--- src/rtl/sm83_pkg.sv ---
// Shared SM83 front-end types: assembler states, instruction payload and
// the opcode length decode used by the byte assembler.
package sm83_pkg;

    localparam int unsigned OPC_W = 8;
    localparam int unsigned IMM_W = 16;
    localparam int unsigned LEN_W = 2;

    typedef logic [OPC_W-1:0] opcode8_t;

    localparam opcode8_t OP_PREFIX_CB = 8'hCB;

    typedef enum logic [1:0] {
        S_OPC    = 2'd0,
        S_CB     = 2'd1,
        S_IMM_LO = 2'd2,
        S_IMM_HI = 2'd3
    } asm_state_t;

    typedef struct packed {
        opcode8_t          opcode;
        logic              is_cb;
        logic [IMM_W-1:0]  imm;
        logic [LEN_W-1:0]  len;
    } instr_t;

    // Total byte count of an instruction given its first byte; CB counts as 2.
    function automatic logic [LEN_W-1:0] instr_len(input opcode8_t op);
        logic [LEN_W-1:0] len;
        len = 2'd1;
        if ((op[7:6] == 2'b00 || op[7:6] == 2'b11) && op[2:0] == 3'b110) begin
            len = 2'd2;
        end
        case (op)
            8'h10, 8'h18, 8'h20, 8'h28, 8'h30, 8'h38,
            8'hE0, 8'hF0, 8'hE8, 8'hF8, 8'hCB:
                len = 2'd2;
            8'h01, 8'h11, 8'h21, 8'h31, 8'h08,
            8'hC2, 8'hC3, 8'hCA, 8'hD2, 8'hDA,
            8'hC4, 8'hCC, 8'hCD, 8'hD4, 8'hDC,
            8'hEA, 8'hFA:
                len = 2'd3;
            default: ;
        endcase
        return len;
    endfunction

endpackage

--- src/rtl/decode_queue_byte_fifo.sv ---
// Plain synchronous byte FIFO with occupancy count and synchronous clear.
module byte_fifo #(
    parameter int unsigned DEPTH = 4,
    parameter int unsigned WIDTH = 8
) (
    input  logic                       clk,
    input  logic                       rst_n,
    input  logic                       clear,
    input  logic                       push,
    input  logic [WIDTH-1:0]           din,
    input  logic                       pop,
    output logic [WIDTH-1:0]           dout,
    output logic                       full,
    output logic                       empty,
    output logic [$clog2(DEPTH):0]     count
);

    localparam int unsigned AW = $clog2(DEPTH);
    localparam int unsigned CW = AW + 1;

    logic [WIDTH-1:0] mem [DEPTH];
    logic [AW-1:0]    wr_ptr;
    logic [AW-1:0]    rd_ptr;
    logic [CW-1:0]    cnt;
    logic             push_en;
    logic             pop_en;

    assign full    = (cnt == CW'(DEPTH));
    assign empty   = (cnt == '0);
    assign count   = cnt;
    assign dout    = mem[rd_ptr];
    assign push_en = push & ~full & ~clear;
    assign pop_en  = pop & ~empty & ~clear;

    always_ff @(posedge clk or negedge rst_n) begin
        if (!rst_n) begin
            wr_ptr <= '0;
            rd_ptr <= '0;
            cnt    <= '0;
        end else if (clear) begin
            wr_ptr <= '0;
            rd_ptr <= '0;
            cnt    <= '0;
        end else begin
            if (push_en) wr_ptr <= wr_ptr + AW'(1);
            if (pop_en)  rd_ptr <= rd_ptr + AW'(1);
            case ({push_en, pop_en})
                2'b10:   cnt <= cnt + CW'(1);
                2'b01:   cnt <= cnt - CW'(1);
                default: cnt <= cnt;
            endcase
        end
    end

    // Storage carries no reset; only entries below count are ever read.
    always_ff @(posedge clk) begin
        if (push_en) mem[wr_ptr] <= din;
    end

endmodule

--- src/rtl/decode_queue.sv ---
// Fetch-to-decode byte queue: buffers fetched bytes and assembles whole SM83
// instructions (opcode, CB second byte, immediates) tagged with their PC.
module decode_queue
    import sm83_pkg::*;
#(
    parameter int unsigned     DEPTH    = 4,
    parameter int unsigned     PC_W     = 16,
    parameter logic [PC_W-1:0] RESET_PC = '0
) (
    input  logic              clk,
    input  logic              rst_n,
    input  logic              i_byte_valid,
    input  logic [7:0]        i_byte,
    output logic              o_byte_ready,
    input  logic              i_flush,
    input  logic [PC_W-1:0]   i_flush_pc,
    output logic              o_valid,
    input  logic              i_ready,
    output logic [7:0]        o_opcode,
    output logic              o_is_cb,
    output logic [15:0]       o_imm,
    output logic [1:0]        o_len,
    output logic [PC_W-1:0]   o_pc
);

    localparam int unsigned CW = $clog2(DEPTH) + 1;

    logic           fifo_full;
    logic           fifo_empty;
    logic [CW-1:0]  fifo_count;
    opcode8_t       head;
    logic           push_c;
    logic           pop_c;

    asm_state_t     state;
    asm_state_t     state_nxt;
    opcode8_t       lat_op;
    logic [1:0]     lat_len;
    logic [7:0]     lat_lo;
    logic [PC_W-1:0] start_pc;
    logic           is_final_c;
    instr_t         ld_c;
    instr_t         instr_q;
    logic           valid_q;
    logic [PC_W-1:0] pc_q;

    assign o_byte_ready = (fifo_count < CW'(DEPTH));
    assign push_c       = i_byte_valid & ~fifo_full & ~i_flush;

    byte_fifo #(
        .DEPTH (DEPTH),
        .WIDTH (8)
    ) u_fifo (
        .clk   (clk),
        .rst_n (rst_n),
        .clear (i_flush),
        .push  (push_c),
        .din   (i_byte),
        .pop   (pop_c),
        .dout  (head),
        .full  (fifo_full),
        .empty (fifo_empty),
        .count (fifo_count)
    );

    // Classify the head byte and build the payload it would complete.
    always_comb begin
        state_nxt  = state;
        is_final_c = 1'b0;
        ld_c       = '0;
        case (state)
            S_OPC: begin
                if (head == OP_PREFIX_CB) begin
                    state_nxt = S_CB;
                end else if (instr_len(head) == 2'd1) begin
                    is_final_c  = 1'b1;
                    ld_c.opcode = head;
                    ld_c.len    = 2'd1;
                end else begin
                    state_nxt = S_IMM_LO;
                end
            end
            S_CB: begin
                is_final_c  = 1'b1;
                ld_c.opcode = head;
                ld_c.is_cb  = 1'b1;
                ld_c.len    = 2'd2;
                state_nxt   = S_OPC;
            end
            S_IMM_LO: begin
                if (lat_len == 2'd2) begin
                    is_final_c  = 1'b1;
                    ld_c.opcode = lat_op;
                    ld_c.imm    = {8'h00, head};
                    ld_c.len    = 2'd2;
                    state_nxt   = S_OPC;
                end else begin
                    state_nxt = S_IMM_HI;
                end
            end
            S_IMM_HI: begin
                is_final_c  = 1'b1;
                ld_c.opcode = lat_op;
                ld_c.imm    = {head, lat_lo};
                ld_c.len    = 2'd3;
                state_nxt   = S_OPC;
            end
            default: state_nxt = S_OPC;
        endcase
        // A final byte may only pop into an empty or draining output slot.
        pop_c = ~fifo_empty & ~i_flush & (~is_final_c | ~valid_q | i_ready);
    end

    always_ff @(posedge clk or negedge rst_n) begin
        if (!rst_n) begin
            state    <= S_OPC;
            lat_op   <= '0;
            lat_len  <= '0;
            lat_lo   <= '0;
            start_pc <= RESET_PC;
            valid_q  <= 1'b0;
            instr_q  <= '0;
            pc_q     <= RESET_PC;
        end else if (i_flush) begin
            state    <= S_OPC;
            lat_op   <= '0;
            lat_len  <= '0;
            lat_lo   <= '0;
            start_pc <= i_flush_pc;
            valid_q  <= 1'b0;
        end else begin
            if (pop_c) begin
                state <= state_nxt;
                if (state == S_OPC) begin
                    lat_op  <= head;
                    lat_len <= instr_len(head);
                end
                if (state == S_IMM_LO) lat_lo <= head;
            end
            if (pop_c && is_final_c) begin
                valid_q  <= 1'b1;
                instr_q  <= ld_c;
                pc_q     <= start_pc;
                start_pc <= start_pc + PC_W'(ld_c.len);
            end else if (valid_q && i_ready) begin
                valid_q <= 1'b0;
            end
        end
    end

    assign o_valid  = valid_q;
    assign o_opcode = instr_q.opcode;
    assign o_is_cb  = instr_q.is_cb;
    assign o_imm    = instr_q.imm;
    assign o_len    = instr_q.len;
    assign o_pc     = pc_q;

endmodule
--- config.mk ---
export PLATFORM = sky130hd
export DESIGN_NAME = decode_queue
export DESIGN_NICKNAME = d
export VERILOG_FILES = /design/src/rtl/sm83_pkg.sv /design/src/rtl/decode_queue_byte_fifo.sv /design/src/rtl/decode_queue.sv
export SDC_FILE = /design/constraint.sdc
export NUM_CORES = 1
export LEC_CHECK = 0
export CAP_MARGIN = 20
export CORE_MARGIN = 3
export CORE_UTILIZATION = 30
export CTS_CLUSTER_DIAMETER = 150
export DETAILED_ROUTE_END_ITERATION = 7
export SKIP_CTS_REPAIR_TIMING = 1
export SLEW_MARGIN = 20
export SYNTH_ARGS = -nofsm -noshare
export SYNTH_HDL_FRONTEND = slang
export SYNTH_SLANG_ARGS = --single-unit
--- constraint.sdc ---
create_clock -name clk -period 4.7 [get_ports clk]
set_input_delay 0.94 -clock clk [delete_from_list [all_inputs] [get_ports clk]]
set_output_delay 0.94 -clock clk [all_outputs]
set_load 0.02 [all_outputs]
==> results of run 1 <==
-- path summary, 6_finish.rpt --
path                                  start            to  slack (ps)
min in group asynchronous             rst_n      o_pc[10]         570
max in group asynchronous             rst_n      o_imm[1]        3200
setup / recovery           u_fifo.rd_ptr[0]  start_pc[14]         360
hold reg to reg                     o_pc[2]       o_pc[2]         460
setup reg to reg           u_fifo.rd_ptr[0]  start_pc[14]         360
hold / removal                      o_pc[2]       o_pc[2]         460
-- stage by stage --
step	area (sq um)	cells	util	worst slack (ps)	power, mW
2_1_floorplan	5650	539	-	962	2.51
3_3_place_gp	6550	815	0.360	557	3.04
3_5_place_dp	6560	816	0.360	383	3.09
4_1_cts	7110	848	0.390	355	4.29
5_1_grt	7110	848	0.390	15.4	4.53
6_report	7110	848	0.390	360	4.25
-- worst max-delay path, cell delays in order (launching register included) --
cell                       delay (ps)
sky130_fd_sc_hd__dfrtp_1          670
sky130_fd_sc_hd__mux4_2           670
sky130_fd_sc_hd__ha_1             260
sky130_fd_sc_hd__a21oi_1          120
sky130_fd_sc_hd__or4_1            190
sky130_fd_sc_hd__and2_1           210
sky130_fd_sc_hd__a31o_2           190
sky130_fd_sc_hd__ha_1             160
sky130_fd_sc_hd__inv_1             50
sky130_fd_sc_hd__fa_1             390
sky130_fd_sc_hd__nand3b_1         240
sky130_fd_sc_hd__nor2_1           340
sky130_fd_sc_hd__nand4_1          160
sky130_fd_sc_hd__or4_1            430
sky130_fd_sc_hd__a31oi_1          180
-- routing by layer --
| layer | up-vias | global-route usage |
|---|---|---|
| met4 | 0 | 0.0545 |
| met1 | 2112 | 0.185 |
| met3 | 21 | 0.0365 |
| li1 | 2084 | - |
| met5 | - | 0 |
| met2 | 121 | 0.223 |
-- power breakdown --
group / internal (mW) / switching, mW / total (mW)
registers: 1.30 / 0.157 / 1.46
clock network: 0.685 / 0.506 / 1.19
logic: 0.654 / 0.948 / 1.60
-- cells by family after synthesis --
kind of cell | after synthesis | synth area share
adder cells (fa/ha/maj) | 11 | 0.0270
multiplexers | 14 | 0.0432
AND/OR/NAND/NOR | 207 | 0.167
XOR/XNOR | 3 | 0.00466
flip-flops | 119 | 0.556
AO/OA/AOI/OAI | 129 | 0.155
buffers and inverters | 56 | 0.0472
-- cell usage after synthesis, types with 2 or more instances --
cell type / n / area (sq um)
sky130_fd_sc_hd__a211oi_1: 2 / 15.0
sky130_fd_sc_hd__a21o_1: 3 / 22.5
sky130_fd_sc_hd__a21oi_1: 25 / 125
sky130_fd_sc_hd__a221o_1: 2 / 20.0
sky130_fd_sc_hd__a221oi_1: 9 / 78.8
sky130_fd_sc_hd__a22o_1: 2 / 17.5
sky130_fd_sc_hd__a31oi_1: 9 / 56.3
sky130_fd_sc_hd__and2_1: 4 / 25.0
sky130_fd_sc_hd__and3_1: 8 / 50.1
sky130_fd_sc_hd__and4_1: 2 / 17.5
sky130_fd_sc_hd__buf_2: 6 / 30.0
sky130_fd_sc_hd__buf_4: 5 / 37.5
sky130_fd_sc_hd__buf_6: 4 / 45.0
sky130_fd_sc_hd__clkbuf_1: 20 / 75.1
sky130_fd_sc_hd__dfrtp_1: 87 / 2180
sky130_fd_sc_hd__edfxtp_1: 32 / 961
sky130_fd_sc_hd__fa_1: 2 / 40.0
sky130_fd_sc_hd__ha_1: 9 / 113
sky130_fd_sc_hd__inv_1: 20 / 75.1
sky130_fd_sc_hd__mux2_2: 3 / 33.8
sky130_fd_sc_hd__mux2i_1: 3 / 30.0
sky130_fd_sc_hd__mux4_2: 8 / 180
sky130_fd_sc_hd__nand2_1: 93 / 349
sky130_fd_sc_hd__nand2b_1: 2 / 12.5
sky130_fd_sc_hd__nand3_1: 26 / 130
sky130_fd_sc_hd__nand4_1: 4 / 25.0
sky130_fd_sc_hd__nand4b_1: 3 / 26.3
sky130_fd_sc_hd__nor2_1: 47 / 176
sky130_fd_sc_hd__nor2b_1: 5 / 31.3
sky130_fd_sc_hd__o211ai_1: 6 / 45.0
sky130_fd_sc_hd__o21a_1: 6 / 45.0
sky130_fd_sc_hd__o21ai_0: 31 / 155
sky130_fd_sc_hd__o21ai_1: 5 / 25.0
sky130_fd_sc_hd__o311ai_0: 9 / 78.8
sky130_fd_sc_hd__o31a_1: 3 / 26.3
sky130_fd_sc_hd__o31ai_1: 6 / 45.0
sky130_fd_sc_hd__o41ai_1: 3 / 26.3
sky130_fd_sc_hd__or4_1: 7 / 52.6
sky130_fd_sc_hd__xnor2_1: 2 / 17.5
-- cells in the final DEF, fill, tap and decap left out, types with 17 or more instances in the layout --
cell type | Yosys | routed
sky130_fd_sc_hd__inv_1 | 20 | 20
sky130_fd_sc_hd__nand3_1 | 26 | 26
sky130_fd_sc_hd__dfrtp_1 | 87 | 87
sky130_fd_sc_hd__clkbuf_16 | 0 | 17
sky130_fd_sc_hd__a21oi_1 | 25 | 25
sky130_fd_sc_hd__nor2_1 | 47 | 47
sky130_fd_sc_hd__nand2_1 | 93 | 93
sky130_fd_sc_hd__o21ai_0 | 31 | 31
sky130_fd_sc_hd__clkdlybuf4s50_1 | 0 | 72
sky130_fd_sc_hd__edfxtp_1 | 32 | 32
-- state kept, by name, summed over array words and instances (netlist names) --
signal / count
o_len: 2
u_fifo.wr_ptr: 2
lat_lo: 8
start_pc: 16
o_valid: 1
state: 2
o_is_cb: 1
u_fifo.count: 3
u_fifo.mem: 32
o_pc: 16
lat_len: 2
lat_op: 8
u_fifo.rd_ptr: 2
o_imm: 16
o_opcode: 8
-- cell type report --
cell class              count  area (sq um)  share of cell area
clock buffers              17           425              0.0599
clock inverters            15           121              0.0171
inverters                  20          75.1              0.0106
multi-input cells         364          2250               0.316
flip-flops and latches    119          3140               0.442
well taps                 229           287              0.0403
repair buffers             84           811               0.114
==> metrics.csv, run 1 <==
metric;value;unit
timing.setup.tns;0;ps
coreArea;18200;sq um
min_path_cells;2;
viasPerCell;5.12;
postSynthAreaPerCell;10.5;sq um
worst-r2r-cell-count;14;
globalplace.congestion;0.892;
drt_iter0_drc;533;
clk-insertion-delay-late;410;ps
synth_edf_count;32;
insertedDiodeCount;0;
start_util;0.310;
drive_above_1_share;0.0969;
cts.htree.levels;4;
maximum_capacitance_violations;0;
async_flop_share;0.731;
wl_per_cell;16.3;um
fillerInstances;1708;
syn_inst;539;
period_needed;4340;ps
final_hold_viol_count;0;
highest_layer;met4;
clock_tree_from_tritoncts;built;
setup.worst_path.end_class;register;
arrival;4670;ps
grt_pass1_wl;22700;um
cts.clk_slew.worst_paths;60;ps
die_w;143;um
critical_path_peak_fanout;10;
wl_met3;607;um
ys.warnings.count;0;
syn_to_final_growth;25.9;%
drc_violation_count_after_routing;0;
max_slew.worst_pin.slew;818;ps
synth_seq_area_share;0.556;
cts_inserted_buffers;17;
holdCritPathClass;reg2reg;
hold-worst-slack;460;ps
global_route.overflow_total;0;
port_buffers;73;
syn_area;5650;sq um
synth_top_flop_cell;sky130_fd_sc_hd__dfrtp_1;
synth.net_count;579;
worst-endpoint-required;5030;ps
io_pins;74;
drt.antenna.violating_nets;0;
route.layer.met1.wl;6280;um
die_area;20500;sq um
dr_total_vias;4338;
grt_usage;0.141;
largest_net_degree_at_the_start_of_global_routing;57;
yosys_register_bits;119;
run_status;finished clean;
final_nets;646;
cts_buffer_depth;2;
row_count;49;
vdd.ir_drop.worst;298;uV
place.detailed.hpwl;9670;um
cellLeakagePower;2.84;nW
clock-root-buffer;sky130_fd_sc_hd__clkbuf_16;
power.density_cell_area;599;nW/um^2
clock_sinks;119;
timing.clock.skew;15.5;ps
max_clock_freq;230;MHz
detailedRoute.firstPassIterationCount;5;
route.met2.wl;6620;um
min_period_over_period;0.923;
routed_wl;13800;um
final-setup-viol-count;0;
startpoint_kind_of_the_worst_setup_timing_path;register;
critPathKind;reg2reg;
chipHeight;143;um
number_of_slew_limit_violations_in_the_final_report;0;
netlist-cell-type-count;55;
first_global_vias;4339;
worst_slew_margin_rel;0.453;
antenna_found_initial;0;
grt_setup_unrepaired;no;
No activity file was read; power rests on OpenSTA's default activity.
==> run 2: changes to the inputs <==
--- a/config.mk
+++ b/config.mk
@@ -10,6 +10,7 @@
 export CORE_UTILIZATION = 30
 export CTS_CLUSTER_DIAMETER = 150
 export DETAILED_ROUTE_END_ITERATION = 7
+export GPL_TIMING_DRIVEN = 0
 export SKIP_CTS_REPAIR_TIMING = 1
 export SLEW_MARGIN = 20
 export SYNTH_ARGS = -nofsm -noshare
==> constraint.sdc (replaced) <==
create_clock -name clk -period 5.3 [get_ports clk]
set_input_delay 1.06 -clock clk [delete_from_list [all_inputs] [get_ports clk]]
set_output_delay 1.06 -clock clk [all_outputs]
set_load 0.02 [all_outputs]
==> run 2 against run 1 <==
Flip-flop and latch count unchanged. Utilization up 0.83 points. Maximum frequency down 1.3%. Combinational power down 4%. Global-route usage up 1.4 points. Largest power group unchanged. Cell area up 2.1%. Sequential power down 13%. Clock power down 3%. Worst setup slack better by 540 ps. Power down 7.0%. Cell count up 2.9%. Register-to-register slack better by 540 ps. Critical endpoint is now start_pc[12].
==> metrics.csv, run 2 (same netlist as run 1, synthesis figures left out) <==
metric;value;unit;change
run_status;finished clean;;
place.detailed.hpwl;10800;um;+12%
largest-register;u_fifo.mem;;
cts_buffer_depth;2;;unchanged
period_needed;4400;ps;+56.5 ps
io_pins;74;;unchanged
layout_common_cells;sky130_fd_sc_hd__nand2_1 (93), sky130_fd_sc_hd__dfrtp_1 (87), sky130_fd_sc_hd__clkdlybuf4s50_1 (71), sky130_fd_sc_hd__nor2_1 (47), sky130_fd_sc_hd__edfxtp_1 (32);;
cts.clk_slew.worst_paths;50;ps;about the same
clock-root-buffer;sky130_fd_sc_hd__clkbuf_16;;
globalplace.congestion;0.860;;-3.6%
timing.setup.tns;0;ps;unchanged
vdd.ir_drop.worst;240;uV;-20%
max_clock_freq;227;MHz;-1.3%
design_power_total;3.96;mW;-7.0%
port_buffers;72;;-1.4%
routed_wl;15300;um;+11%
cellLeakagePower;2.91;nW;+2.2%
dr_total_vias;4567;;+5.3%
fillerInstances;1728;;+1.2%
cts.htree.levels;4;;unchanged
antenna_found_initial;0;;unchanged
arrival;4720;ps;+50 ps
drc_violation_count_after_routing;0;;unchanged
post_dp_cell_area;6670;sq um;+1.7%
die_area;20500;sq um;unchanged
grt_setup_unrepaired;no;;
final_std_cell_area_no_fill;7260;sq um;+2.1%
die_w;143;um;unchanged
drive_above_1_share;0.0947;;-0.00221
hold-worst-slack;461;ps;+0.693 ps
wl_per_cell;17.5;um;+7.7%
largest_net_degree_at_the_start_of_global_routing;54;;-5.3%
clock_sinks;119;;unchanged
setup.worst_path.end_class;register;;
final_nets;671;;+3.9%
number_of_slew_limit_violations_in_the_final_report;0;;unchanged
coreArea;18200;sq um;unchanged
power.density_cell_area;545;nW/um^2;-8.9%
detailedPlace.worstSlack;995;ps;+613 ps
critical_path_peak_fanout;10;;unchanged
clock_tree_from_tritoncts;built;;
detailedRoute.firstPassIterationCount;5;;unchanged
min_period_over_period;0.830;;-0.0939
startpoint_kind_of_the_worst_setup_timing_path;register;;
most_common_library_cell_in_the_layout_ignoring_fill_and_taps;sky130_fd_sc_hd__nand2_1;;
insertedDiodeCount;0;;unchanged
grt_usage;0.155;;+0.0143
chipHeight;143;um;unchanged
drt.antenna.violating_nets;0;;unchanged
finalWorstSetupSlack;903;ps;+543 ps
fin_util;0.399;;+0.00831
maximum_capacitance_violations;0;;unchanged
first_global_vias;4766;;+9.8%
stdcell_count;873;;+2.9%
drt_iter0_drc;405;;-24%
clk-insertion-delay-late;410;ps;about the same
start_util;0.310;;unchanged
global_route.overflow_total;0;;unchanged
worst_slew_margin_rel;0.521;;+0.0681
worst-endpoint-required;5620;ps;+590 ps
critPathKind;reg2reg;;
dp.cells;841;;+3.1%
grt_pass1_wl;25000;um;+9.8%
syn_to_final_growth;28.5;%;
row_count;49;;unchanged
holdCritPathClass;reg2reg;;
max_slew.worst_pin.slew;718;ps;-99.6 ps
final-setup-viol-count;0;;unchanged
viasPerCell;5.23;;+2.3%
cts_inserted_buffers;17;;unchanged
largest_register_ffs;32;;unchanged
final_hold_viol_count;0;;unchanged
timing.clock.skew;10.7;ps;-4.78 ps
## run 2: changes by cell type in the layout (fill, tap and decap cells not counted), sizes merged
| cell | before | now |
|---|---|---|
| clkbuf | 17 | 38 |
| buf | 12 | 18 |
| inv | 26 | 21 |
| bufinv | 0 | 3 |
| clkinv | 6 | 8 |
| clkdlybuf4s50 | 72 | 71 |
| clkinvlp | 3 | 2 |
## run 2: per-layer routing
| metal | share of wire | vias to the layer above | GRT usage |
|---|---|---|---|
| met2 | 0.51 | 157 | 0.266 |
| met4 | 0.012 | 0 | 0.0435 |
| met3 | 0.053 | 18 | 0.0348 |
| li1 | - | 2126 | - |
| met5 | 0 | - | 0 |
| met1 | 0.42 | 2266 | 0.197 |
## run 2: worst max-delay path, stage by stage (launching register included)
cell and delay, ps:
sky130_fd_sc_hd__dfrtp_1 340, sky130_fd_sc_hd__buf_6 180, sky130_fd_sc_hd__mux4_2 530, sky130_fd_sc_hd__clkbuf_1 290
sky130_fd_sc_hd__nor2b_1 240, sky130_fd_sc_hd__a41oi_2 270, sky130_fd_sc_hd__and2_1 240, sky130_fd_sc_hd__a31o_2 190
sky130_fd_sc_hd__ha_1 170, sky130_fd_sc_hd__inv_1 50, sky130_fd_sc_hd__fa_1 400, sky130_fd_sc_hd__nand3b_1 260
sky130_fd_sc_hd__nor2_1 380, sky130_fd_sc_hd__nand2_1 150, sky130_fd_sc_hd__or4_1 430, sky130_fd_sc_hd__a31oi_1 190
## run 2: area by class of cell
class / instances / area, sq um / share of cell area
flip-flops and latches: 119 / 3140 / 0.432
multi-input cells: 364 / 2240 / 0.309
repair buffers: 73 / 738 / 0.102
clock buffers: 18 / 429 / 0.0591
well taps: 229 / 287 / 0.0395
plain buffers: 36 / 191 / 0.0264
clock inverters: 14 / 158 / 0.0217
inverters: 20 / 75.1 / 0.0103
## run 2: final timing paths
kind	from	end	slack, ps	cells past startpoint
setup / recovery	u_fifo.rd_ptr[0]	start_pc[12]	900	15
max in group asynchronous	rst_n	lat_op[3]	3960	2
hold / removal	o_pc[4]	o_pc[4]	460	2
hold reg to reg	o_pc[4]	o_pc[4]	460	2
setup reg to reg	u_fifo.rd_ptr[0]	start_pc[12]	900	15
min in group asynchronous	rst_n	o_pc[11]	690	1
## run 2: where the power goes
part	leakage, nW	internal, mW	switching (mW)	total, mW
Clock	0.283	0.733	0.414	1.15
Sequential	1.39	1.16	0.117	1.27
Combinational	1.23	0.623	0.913	1.54
Total	2.91	2.51	1.44	3.96
==> run 3: changes to the inputs <==
==> constraint.sdc (replaced) <==
create_clock -name clk -period 3.55 [get_ports clk]
set_input_delay 0.71 -clock clk [delete_from_list [all_inputs] [get_ports clk]]
set_output_delay 0.71 -clock clk [all_outputs]
set_load 0.02 [all_outputs]
==> run 3 against run 2 <==
The flow now finishes with violations (setup timing). Clock power is 50% higher. Critical path depth is 1 higher. Sequential power is 50% higher. Cell area is 4.9% higher. Worst hold slack worse by 220 ps. Global-route usage is 0.13 points higher. Largest cell class unchanged.
==> metrics.csv, run 3 (same netlist as run 1, synthesis figures left out) <==
metric;value;unit;change
power.density_cell_area;815;nW/um^2;+49%
routed_wl;15500;um;+1.4%
worstPathBufferInverterCount;4;;+1
first_global_vias;4613;;-3.2%
min_period_over_period;1.08;;+0.255
number_of_slew_limit_violations_in_the_final_report;0;;unchanged
layout_common_cells;sky130_fd_sc_hd__nand2_1 (91), sky130_fd_sc_hd__dfrtp_1 (87), sky130_fd_sc_hd__clkdlybuf4s50_1 (71), sky130_fd_sc_hd__nor2_1 (45), sky130_fd_sc_hd__edfxtp_1 (32);;
dp.cells;841;;unchanged
die_area;20500;sq um;unchanged
clock_tree_from_tritoncts;built;;
timing.critical_path.max_delay_family;simple AND/OR/NAND/NOR gates;;
coreArea;18200;sq um;unchanged
maximum_capacitance_violations;0;;unchanged
grt_usage;0.156;;+0.00133
vdd.ir_drop.worst;356;uV;+49%
hold-worst-slack;245;ps;-215 ps
drt.antenna.violating_nets;0;;unchanged
io_pins;74;;unchanged
crit_chain;buf_8, buf_8, mux4_2, buf_6, nor4bb_1, a41oi_2, and2_4, a31o_4, ha_4, inv_2, fa_2, nand3b_1, nor2_4, nand2_2, or4_1, a31oi_1;;
largest_register_ffs;32;;unchanged
largest_net_degree_at_the_start_of_global_routing;52;;-3.7%
antenna_found_initial;0;;unchanged
fin_util;0.418;;+0.0197
holdCritPathClass;in2async;;
place.detailed.hpwl;10700;um;-0.82%
dr_total_vias;4653;;+1.9%
grt_setup_unrepaired;yes;;
setup.worst_path.end_class;register;;
drive_above_1_share;0.163;;+0.0685
most_common_library_cell_in_the_layout_ignoring_fill_and_taps;sky130_fd_sc_hd__nand2_1;;
run_status;complete, but fails checks;;
globalplace.congestion;0.838;;-2.5%
period_needed;3850;ps;-548 ps
clk-insertion-delay-late;430;ps;+20 ps
arrival;4200;ps;-520 ps
final_nets;701;;+4.5%
drc_violation_count_after_routing;0;;unchanged
timing.setup.tns;-1200;ps;-1200 ps
viasPerCell;5.15;;-1.5%
critical_path_peak_fanout;8;;-2
clock-root-buffer;sky130_fd_sc_hd__clkbuf_16;;
critPathKind;reg2reg;;
insertedDiodeCount;0;;unchanged
cts.htree.levels;4;;unchanged
wl_per_cell;17.2;um;-2.0%
max_slew.worst_pin.slew;781;ps;+62.8 ps
largest-register;u_fifo.mem;;
clock_sinks;119;;unchanged
row_count;49;;unchanged
max_clock_freq;260;MHz;+14%
port_buffers;72;;unchanged
die_w;143;um;unchanged
global_route.overflow_total;0;;unchanged
critical-path-slowest-cell;sky130_fd_sc_hd__mux4_2;;
drt_iter0_drc;329;;-19%
final_hold_viol_count;0;;unchanged
final-setup-viol-count;9;;+9
syn_to_final_growth;34.9;%;
detailedRoute.firstPassIterationCount;5;;unchanged
startpoint_kind_of_the_worst_setup_timing_path;register;;
grt_pass1_wl;24800;um;-0.72%
chipHeight;143;um;unchanged
critPathMostFrequentCell;sky130_fd_sc_hd__buf_8;;
worst_slew_margin_rel;0.479;;-0.0419
cts.clk_slew.worst_paths;50;ps;about the same
finalWorstSetupSlack;-299;ps;-1200 ps
design_power_total;6.21;mW;+57%
worst-endpoint-required;3900;ps;-1720 ps
start_util;0.310;;unchanged
cellLeakagePower;3.09;nW;+6.2%
cts_buffer_depth;2;;unchanged
stdcell_count;903;;+3.4%
violations;setup timing;;
cts_inserted_buffers;17;;unchanged
timing.clock.skew;12.4;ps;+1.71 ps
slowest_delay;550;ps;+20 ps
run 3: cell count changes in the layout (fill, tap and decap cells not counted), moves of 3 or more:
| cell | change |
|---|---|
| sky130_fd_sc_hd__ha_1 | -3 |
| sky130_fd_sc_hd__inv_2 | +3 |
| sky130_fd_sc_hd__buf_4 | +25 |
| sky130_fd_sc_hd__inv_1 | -3 |
| sky130_fd_sc_hd__buf_6 | +4 |
run 3: per-stage QoR:
| step | worst slack (ps) | area, sq um |
|---|---|---|
| after CTS | -511 | 7300 |
| after floorplan | -21.3 | 5680 |
| after detailed placement | -493 | 6710 |
| after global placement | -1470 | 6690 |
| after global routing | -444 | 7620 |
| final | -299 | 7620 |
run 3: path summary, 6_finish.rpt:
kind	slack, ps	cells after the start	to	start
max	-300	16	start_pc[12]	u_fifo.rd_ptr[0]
min	250	1	o_pc[11]	rst_n
max reg2reg	-300	16	start_pc[12]	u_fifo.rd_ptr[0]
min reg2reg	460	2	o_pc[4]	o_pc[4]
max in group asynchronous	2650	2	o_imm[14]	rst_n
min in group clk	460	2	o_pc[4]	o_pc[4]
run 3: per-layer routing:
| layer | vias up | track usage | part of all wire |
|---|---|---|---|
| li1 | 2185 | - | - |
| met1 | 2306 | 0.204 | 0.44 |
| met2 | 138 | 0.253 | 0.50 |
| met3 | 24 | 0.0338 | 0.047 |
| met4 | 0 | 0.0640 | 0.018 |
| met5 | - | 0 | 0 |
run 3: worst reg2reg max path, cell delays in order (launching register included):
cell                       delay (ps)
sky130_fd_sc_hd__dfrtp_1          350
sky130_fd_sc_hd__buf_8            140
sky130_fd_sc_hd__buf_8            130
sky130_fd_sc_hd__mux4_2           550
sky130_fd_sc_hd__buf_6            160
sky130_fd_sc_hd__nor4bb_1         130
sky130_fd_sc_hd__a41oi_2          220
sky130_fd_sc_hd__and2_4           220
sky130_fd_sc_hd__a31o_4           160
sky130_fd_sc_hd__ha_4             130
sky130_fd_sc_hd__inv_2             40
sky130_fd_sc_hd__fa_2             350
sky130_fd_sc_hd__nand3b_1         240
sky130_fd_sc_hd__nor2_4           220
sky130_fd_sc_hd__nand2_2           80
sky130_fd_sc_hd__or4_1            480
sky130_fd_sc_hd__a31oi_1          180
run 3: layout make-up:
type / instances / area (sq um)
clock buffers: 22 / 464
flip-flops and latches: 119 / 3140
clock inverters: 10 / 128
fillers: 1723 / 10600
multi-input cells: 364 / 2330
inverters: 20 / 75.1
plain buffers: 36 / 216
repair buffers: 103 / 982
well taps: 229 / 287
run 3: power breakdown:
part | leakage [nW] | internal [mW] | switching [mW]
logic | 1.41 | 1.14 | 1.44
clock network | 0.285 | 1.13 | 0.599
registers | 1.39 | 1.73 | 0.180
total | 3.09 | 3.99 | 2.22
